**src/rtl/spi_master_tx_pkg.sv**
```systemverilog
// Shared types and constants for the transmit-only SPI master.
package spi_master_tx_pkg;

  typedef enum logic [1:0] {
    StRdy   = 2'd0,
    StSckLo = 2'd1,
    StSckHi = 2'd2,
    StDone  = 2'd3
  } state_e;

  localparam int unsigned FrameBits         = 8;
  localparam int unsigned DefaultHalfCycles = 20;
  localparam int unsigned TimerWidth        = 5;

endpackage

```
**src/rtl/spi_half_period_timer.sv**
```systemverilog
// Half-period counter: counts up each clk, restarts on clear, flags the last cycle.
module spi_half_period_timer
  import spi_master_tx_pkg::*;
#(
  parameter int unsigned HalfCycles = DefaultHalfCycles
) (
  input  logic                  clk_i,
  input  logic                  rst_i,
  input  logic                  clr_i,
  output logic [TimerWidth-1:0] count_o,
  output logic                  tc_o
);

  logic [TimerWidth-1:0] count_d, count_q;

  always_comb begin
    count_d = clr_i ? '0 : count_q + TimerWidth'(1);
  end

  always_ff @(posedge clk_i or posedge rst_i) begin
    if (rst_i) begin
      count_q <= '0;
    end else begin
      count_q <= count_d;
    end
  end

  assign count_o = count_q;
  assign tc_o    = (count_q == TimerWidth'(HalfCycles - 1));

endmodule

```
**src/rtl/spi_master_tx.sv**
```systemverilog
// Transmit-only SPI master, mode 0, 8-bit frames sent LSB first.
module spi_master_tx
  import spi_master_tx_pkg::*;
#(
  parameter int unsigned HALF_CYCLES = DefaultHalfCycles
) (
  input  logic       clk,
  input  logic       rst,
  input  logic [7:0] data,
  input  logic       send,
  output logic       mosi,
  output logic       sck,
  output logic       ss,
  output logic       busy,
  output logic [1:0] _dbg_cs,
  output logic       _dbg_sck,
  output logic [3:0] _dbg_idx,
  output logic [4:0] _dbg_timer
);

  state_e     state_d, state_q;
  logic [7:0] buf_d, buf_q;
  logic [3:0] idx_d, idx_q;
  logic       sck_d, sck_q;
  logic       ss_d, ss_q;
  logic       mosi_d, mosi_q;
  logic       busy_d, busy_q;

  logic       tc;
  logic       timer_clr;
  logic [4:0] timer;

  // Timer is held at zero while idle and restarts on every state change.
  assign timer_clr = (state_q == StRdy) || tc;

  spi_half_period_timer #(
    .HalfCycles (HALF_CYCLES)
  ) u_timer (
    .clk_i   (clk),
    .rst_i   (rst),
    .clr_i   (timer_clr),
    .count_o (timer),
    .tc_o    (tc)
  );

  always_comb begin
    state_d = state_q;
    buf_d   = buf_q;
    idx_d   = idx_q;
    sck_d   = sck_q;
    ss_d    = ss_q;
    mosi_d  = mosi_q;
    busy_d  = busy_q;
    unique case (state_q)
      StRdy: begin
        if (send) begin
          buf_d   = data;
          ss_d    = 1'b0;
          busy_d  = 1'b1;
          mosi_d  = data[0];
          idx_d   = '0;
          state_d = StSckLo;
        end
      end
      StSckLo: begin
        if (tc) begin
          sck_d   = 1'b1;
          state_d = StSckHi;
        end
      end
      StSckHi: begin
        if (tc) begin
          sck_d = 1'b0;
          idx_d = idx_q + 4'd1;
          if (idx_q == 4'(FrameBits - 1)) begin
            state_d = StDone;
          end else begin
            // Buffer shifts right so the next bit is always at position 1.
            buf_d   = {1'b0, buf_q[7:1]};
            mosi_d  = buf_q[1];
            state_d = StSckLo;
          end
        end
      end
      StDone: begin
        if (tc) begin
          ss_d    = 1'b1;
          busy_d  = 1'b0;
          mosi_d  = 1'b0;
          idx_d   = '0;
          state_d = StRdy;
        end
      end
      default: state_d = StRdy;
    endcase
  end

  always_ff @(posedge clk or posedge rst) begin
    if (rst) begin
      state_q <= StRdy;
      buf_q   <= '0;
      idx_q   <= '0;
      sck_q   <= 1'b0;
      ss_q    <= 1'b1;
      mosi_q  <= 1'b0;
      busy_q  <= 1'b0;
    end else begin
      state_q <= state_d;
      buf_q   <= buf_d;
      idx_q   <= idx_d;
      sck_q   <= sck_d;
      ss_q    <= ss_d;
      mosi_q  <= mosi_d;
      busy_q  <= busy_d;
    end
  end

  assign mosi       = mosi_q;
  assign sck        = sck_q;
  assign ss         = ss_q;
  assign busy       = busy_q;
  assign _dbg_cs    = state_q;
  assign _dbg_sck   = sck_q;
  assign _dbg_idx   = idx_q;
  assign _dbg_timer = timer;

endmodule

```
**config.mk**
```make
export PLATFORM = sky130hd
export DESIGN_NAME = spi_master_tx
export DESIGN_NICKNAME = d
export VERILOG_FILES = /design/src/rtl/spi_master_tx_pkg.sv /design/src/rtl/spi_half_period_timer.sv /design/src/rtl/spi_master_tx.sv
export SDC_FILE = /design/constraint.sdc
export NUM_CORES = 1
export LEC_CHECK = 0
export BUFFER_PORTS_ARGS = -buffer_cell sky130_fd_sc_hd__buf_2
export CORE_ASPECT_RATIO = 0.6
export CORE_MARGIN = 2
export CORE_UTILIZATION = 51
export CTS_BUF_LIST = sky130_fd_sc_hd__clkbuf_8
export DETAILED_ROUTE_END_ITERATION = 6
export HOLD_SLACK_MARGIN = 0.08
export PLACE_DENSITY = 0.77
export SLEW_MARGIN = 10
export SYNTH_ARGS = -nofsm -noshare
export SYNTH_HDL_FRONTEND = slang
export SYNTH_SLANG_ARGS = --single-unit
```
**constraint.sdc**
```tcl
create_clock -name clk -period 1.91 [get_ports clk]
set_input_delay 0.382 -clock clk [delete_from_list [all_inputs] [get_ports clk]]
set_output_delay 0.382 -clock clk [all_outputs]
set_load 0.1 [all_outputs]
```
# Word level (Yosys, flattened, before mapping)
# Cells that the tools add are included.
# op_classes
n_eq_ne	10
muxes	26
div	0
reduce_logical	12
multipliers	0
addsub	2
magnitude_cmp	0
bitwise	0
shifts	0
# op_table
operator	count
$mux 8	3
$pmux 8 s2	1
$mux 4	3
$pmux 4 s3	1
$reduce_and 4->1	3
$mux 2	5
$ne 2x2->1 const B	5
$pmux 2 s4	1
$mux 1	7
$pmux 1 s2	3
$reduce_and 3->1	2
$reduce_bool 2->1	3
$add 5x1->5 const B	1
$eq 5x5->1 const B	1
$mux 5	1
$reduce_and 5->1	1
$add 4x1->4 const B	1
$eq 2x2->1 const B	2
$eq 4x3->1 const B	1
$pmux 1 s3	1
$reduce_bool 3->1	1
$eq 2x1->1 const B	1
$logic_not 2->1	1
$logic_or 1x1->1	1
# totals
memories	0
reg_bits	23
in_bits	11
latchBits	0
elab_cells	58
output_inout_bits	16
romBits	0
ramBits	0

# Logic depth before layout (Yosys ltp)
# depth
depth_word	4
depth_mapped	7
mapped_depth_nobuf	5

# Hierarchy
# From an unflattened synthesis, not the netlist that was laid out.
# unflattened
hier_cells	115
hier_area_um2	1262.5
# modules_own_cells
module	area_per_inst_um2	seq_area_each_um2	cells_per_inst	instances
spi_master_tx	1026.0	426.7	95	1
spi_half_period_timer	236.5	125.1	20	1

# Least setup slack after synthesis
# Ideal clock, no wire load.
# synth_path
path_type	reg-to-reg
from	register state_q[0] (netlist: _dbg_cs[0])
to	register mosi_q (netlist: mosi)
n_path_buf	2
arrival_ps	2452
t_required_ps	1782
path_slack_ps	-670
setup_ps	128
stages_incl_launch_ff	8
synth_period_minus_slack_ps	2580
path_cell_list	dfrtp_1 > inv_1 > ha_1 > buf_2 > nor2b_1 > buf_2 > a2111oi_4 > mux2_1
# synth_between
elab_chain_cells	3
elab_cells_between_ends	10
cone_classes	eq/ne (6); mux (1); reduce/logical (3)
# synth_rtl
item	line	rtl
from (decl)	spi_master_tx.sv:21	state_e state_d, state_q;
from (signal assigned)	spi_master_tx.sv:100	state_q <= StRdy;
from (signal assigned)	spi_master_tx.sv:108	state_q <= state_d;
$eq 2x2->1 / $logic_not 2->1 (equally long branches)	spi_master_tx.sv:54	unique case (state_q)
$ne 2x2->1 (no line) / $reduce_bool 3->1 (equally long branches)	-	
$reduce_and 5->1 (no line)	-	
to (signal assigned)	spi_master_tx.sv:113	mosi_q <= mosi_d;
to (decl)	spi_master_tx.sv:26	logic mosi_d, mosi_q;
# Several ways; a longest one is shown, not always the timed one.
# A chain may end at the register's enable or synchronous reset.

# Worst setup path in the final report
# layout_path
from	register state_q[0] (netlist: _dbg_cs[0])
to	register buf_q[2]
# layout_between
elab_chain_cells	3
elab_cells_between_ends	8
cone_classes	eq/ne (4); mux (1); reduce/logical (3)
# layout_rtl
item	line	rtl
$eq 2x2->1 / $logic_not 2->1 (equally long branches)	spi_master_tx.sv:54	
$ne 2x2->1 (no line) / $reduce_bool 2->1 (equally long branches)	-	
$reduce_and 4->1 (no line)	-	
to (signal assigned)	spi_master_tx.sv:109	buf_q <= buf_d;
to (decl)	spi_master_tx.sv:22	logic [7:0] buf_d, buf_q;
# Several ways; a longest one is shown, not always the timed one.

==> results.py <==
metrics = {
    "outcome": {
        "status": "finished clean",
    },
    "worst_setup_path": {
        "worstPathBufferInverterCount": 3,
        "worstSetupStartpointType": "register",
        "critPathKind": "reg2reg",
        "cp_slowest_cell": "dfrtp_4",
        "r2r_start": "_dbg_cs[0]",
        "critPathMaxFanout": 9,
        "crit_arrival_ns": 2.01,
        "worstRegToRegCells": 7,
        "critPathTopFamily": "flip-flops",
        "cpPeakStageDelay_ns": 0.51,
        "reg2reg_to": "buf_q[2]",
        "crit_path_end_kind": "register",
        "critPathRequiredTime_ns": 2.07,
        "crit_top_cell": "buf_4",
        "r2r_setup_slack_ns": 0.06,
        "path_cells": "inv_4 -> ha_4 -> mux2i_1 -> buf_4 -> or2_1 -> buf_4 -> a211o_1",
    },
    "logic_synthesis": {
        "synth_edf_count": 0,
        "avgSynthCellArea_um2": 10.0,
        "synth_fp_nets": 147,
        "yosysUniqueCellTypes": 40,
        "yosysWarnings": 0,
        "ys.flop_type": "dfrtp_1",
        "synth_area_leaders": "dfrtp_1 40%, ha_1 5.7%, a211o_1 4.7%",
        "synth_top_area_cell": "dfrtp_1",
        "synth_seq_area_share_pct": 42.2,
        "synthCells": 130,
        "ys_seq_elements": 22,
        "synth_area_um2": 1310,
        "ys_async_sr_fraction_pct": 100,
        "yosysTopAreaCellShare_pct": 40.2,
        "synth_most_common_cell": "dfrtp_1",
        "synth.top_cells.by_count": "21 x dfrtp_1, 11 x inv_1, 10 x nand2_1",
    },
    "clocking": {
        "clockBufferDepth": 2,
        "clk_pin_slew_ns": 0.08,
        "cts_htree_levels": 1,
        "worstSkewPairLatency_ns": 0.27,
        "cts_num_sinks": 22,
        "numCtsBuffers": 3,
        "root_buffer": "clkbuf_8",
        "cts_tree": "done",
    },
    "grt": {
        "track_usage_pct": 23.2,
        "grt_max_degree": 23,
        "grt_pass1_vias": 1075,
        "grt_first_pass_wirelength_um": 5260,
        "grt_remaining_overflow": 0,
        "antenna_found_initial": 0,
    },
    "detailed_routing": {
        "first_iter_violations": 102,
        "first_pass_iters": 4,
        "vias": 1110,
        "wl_um": 3080,
        "drc": 0,
        "wl_per_cell_um": 15.8,
        "ant_nets": 0,
        "via_per_inst": 5.69,
    },
    "placement": {
        "routabilityCongestion": 0.801,
        "dp_hpwl_um": 2240,
        "portBuffers": 26,
        "postPlaceCellArea_um2": 1600,
    },
    "layout": {
        "fin_util_pct": 67.8,
        "fin_nets": 181,
        "fillCellCount": 186,
        "layout-drive-gt1-share_pct": 42.3,
        "n_antenna_cell": 0,
        "finalInstanceArea_um2": 1670,
        "area_delta_synth_final_pct": 28.2,
    },
    "power": {
        "p_clk_share_pct": 40.7,
        "power_switching_uw": 168,
        "power.share.sequential_pct": 56.2,
        "sw_frac_of_total_pct": 20.3,
        "p_comb_share_pct": 3.1,
        "p_int_uw": 660,
        "power.leakage_uw": 0.000686,
        "p_per_area_nw_per_um2": 495,
        "ir_worst_vdd_mv": 0.355,
    },
    "die": {
        "ioPinCount": 27,
        "core_region_area_um2": 2470,
        "initial_core_util_pct": 52.9,
        "die_area_um2": 3000,
        "die_x_um": 69.3,
        "num_rows": 14,
        "die_y_um": 43.2,
    },
    "sta": {
        "worst_pin_slew_ns": 0.490,
        "maxSlewViolCount": 0,
        "max_slew_margin_pct": 67.6,
        "finalClockSkew_ns": 0.00563,
        "max_freq_ghz": 0.541,
        "hold_viol": 0,
        "finalCriticalPeriod_ns": 1.85,
        "period_share_pct": 96.9,
        "setup_violations": 0,
    },
    "worst_hold_path": {
        "hold_path_class": "in2async",
    },
    "job": {
        "drv_cap": 0,
    },
}
[registers in the layout, indices dropped and copies added, names as in the netlist]
register / count
buf_q: 7
_dbg_idx: 4
busy: 1
_dbg_cs: 2
_dbg_sck: 1
mosi: 1
ss: 1
u_timer.count_o: 5
[placed cells by master, fill, tap and decap left out, types with 2 or more instances in the layout]
master,netlist,layout
a211o_1,7,7
a21oi_1,9,9
a2bb2oi_1,3,3
and4b_2,1,2
buf_2,7,26
buf_4,1,10
clkbuf_8,0,4
dfrtp_1,21,10
dfrtp_2,0,5
dfrtp_4,0,6
ha_2,0,2
ha_4,0,3
inv_1,11,9
inv_4,0,2
mux2i_1,3,3
nand2_1,10,10
nand2b_1,2,2
nand3_1,3,3
nand4_1,2,2
nor2_1,4,4
nor2b_1,4,4
nor3_1,2,2
nor4_1,4,4
o21ai_0,2,2
o21ai_1,4,4
o2bb2ai_1,3,3
o32ai_1,3,3
[power groups by stage]
stage	Clock, µW	Sequential, µW	Combinational, µW
3_3_place_gp	0	475	26.2
6_report	337	465	26.0
4_1_cts	349	465	26.8
2_1_floorplan	0	475	10.9
3_5_place_dp	0	475	26.7
5_1_grt	369	465	30.3
[metal layers]
layer  global-route usage (%)  vias up  part of all wire, %
li1                         -      543                    -
met1                     32.0      529                   47
met2                     34.6       34                   45
met3                     7.13        4                  6.0
met4                     7.84        0                  1.2
met5                        0        -                    0
[layout make-up]
cell class	instances	area, µm²	area share (%)
clock buffer	4	55.1	3.29
inverter	11	46.3	2.77
multi-input combinational	88	716	42.8
sequential	22	581	34.7
tap	32	40.0	2.39
timing repair buffer	38	236	14.1
[timing repair]
item                       CTS  global route
resized for setup            1             7
pin swaps                    0             1
setup endpoints to repair    1             6
buffers inserted             0             0
hold buffers                 0             0
[through the flow]
stage	total power, µW	cells	setup TNS (ns)	worst slack (ns)	hold slack (ns)
after global routing	865	195	-0.000859	-0.000859	0.178
after global placement	501	191	0	0.0653	0.429
final	828	195	0	0.0599	0.136
after detailed placement	502	191	0	0.0180	0.439
after floorplan	486	130	-0.0302	-0.0237	0.370
after CTS	840	195	0	0.00425	0.147
[cell families after synthesis]
kind of cell    Yosys count  share of synthesized area [%]
flops                    22                           42.2
fa+ha+maj                 6                           5.75
buf+inv                  20                           7.28
mux                       4                           3.16
xor+xnor                  2                           1.34
compound gates           36                           21.2
simple gates             40                           19.1
[worst max path at each step]
stage	to	slack [ns]	cells after the start	startpoint
detailed placement	mosi	0.02	5	_dbg_cs[0]
floorplan	mosi	-0.02	5	_dbg_cs[0]
global placement	mosi	0.07	5	_dbg_cs[0]
global route	buf_q[2]	-0.0009	7	_dbg_cs[0]
CTS	mosi	0.004	5	_dbg_cs[0]
finish	buf_q[2]	0.06	7	_dbg_cs[0]
[worst register-to-register path, cell delays in order, from the launching register on]
cell and delay, ns:
dfrtp_4 0.51, inv_4 0.10, ha_4 0.20, mux2i_1 0.08
buf_4 0.17, or2_1 0.26, buf_4 0.15, a211o_1 0.28
Power figures use the tool's default switching activity.
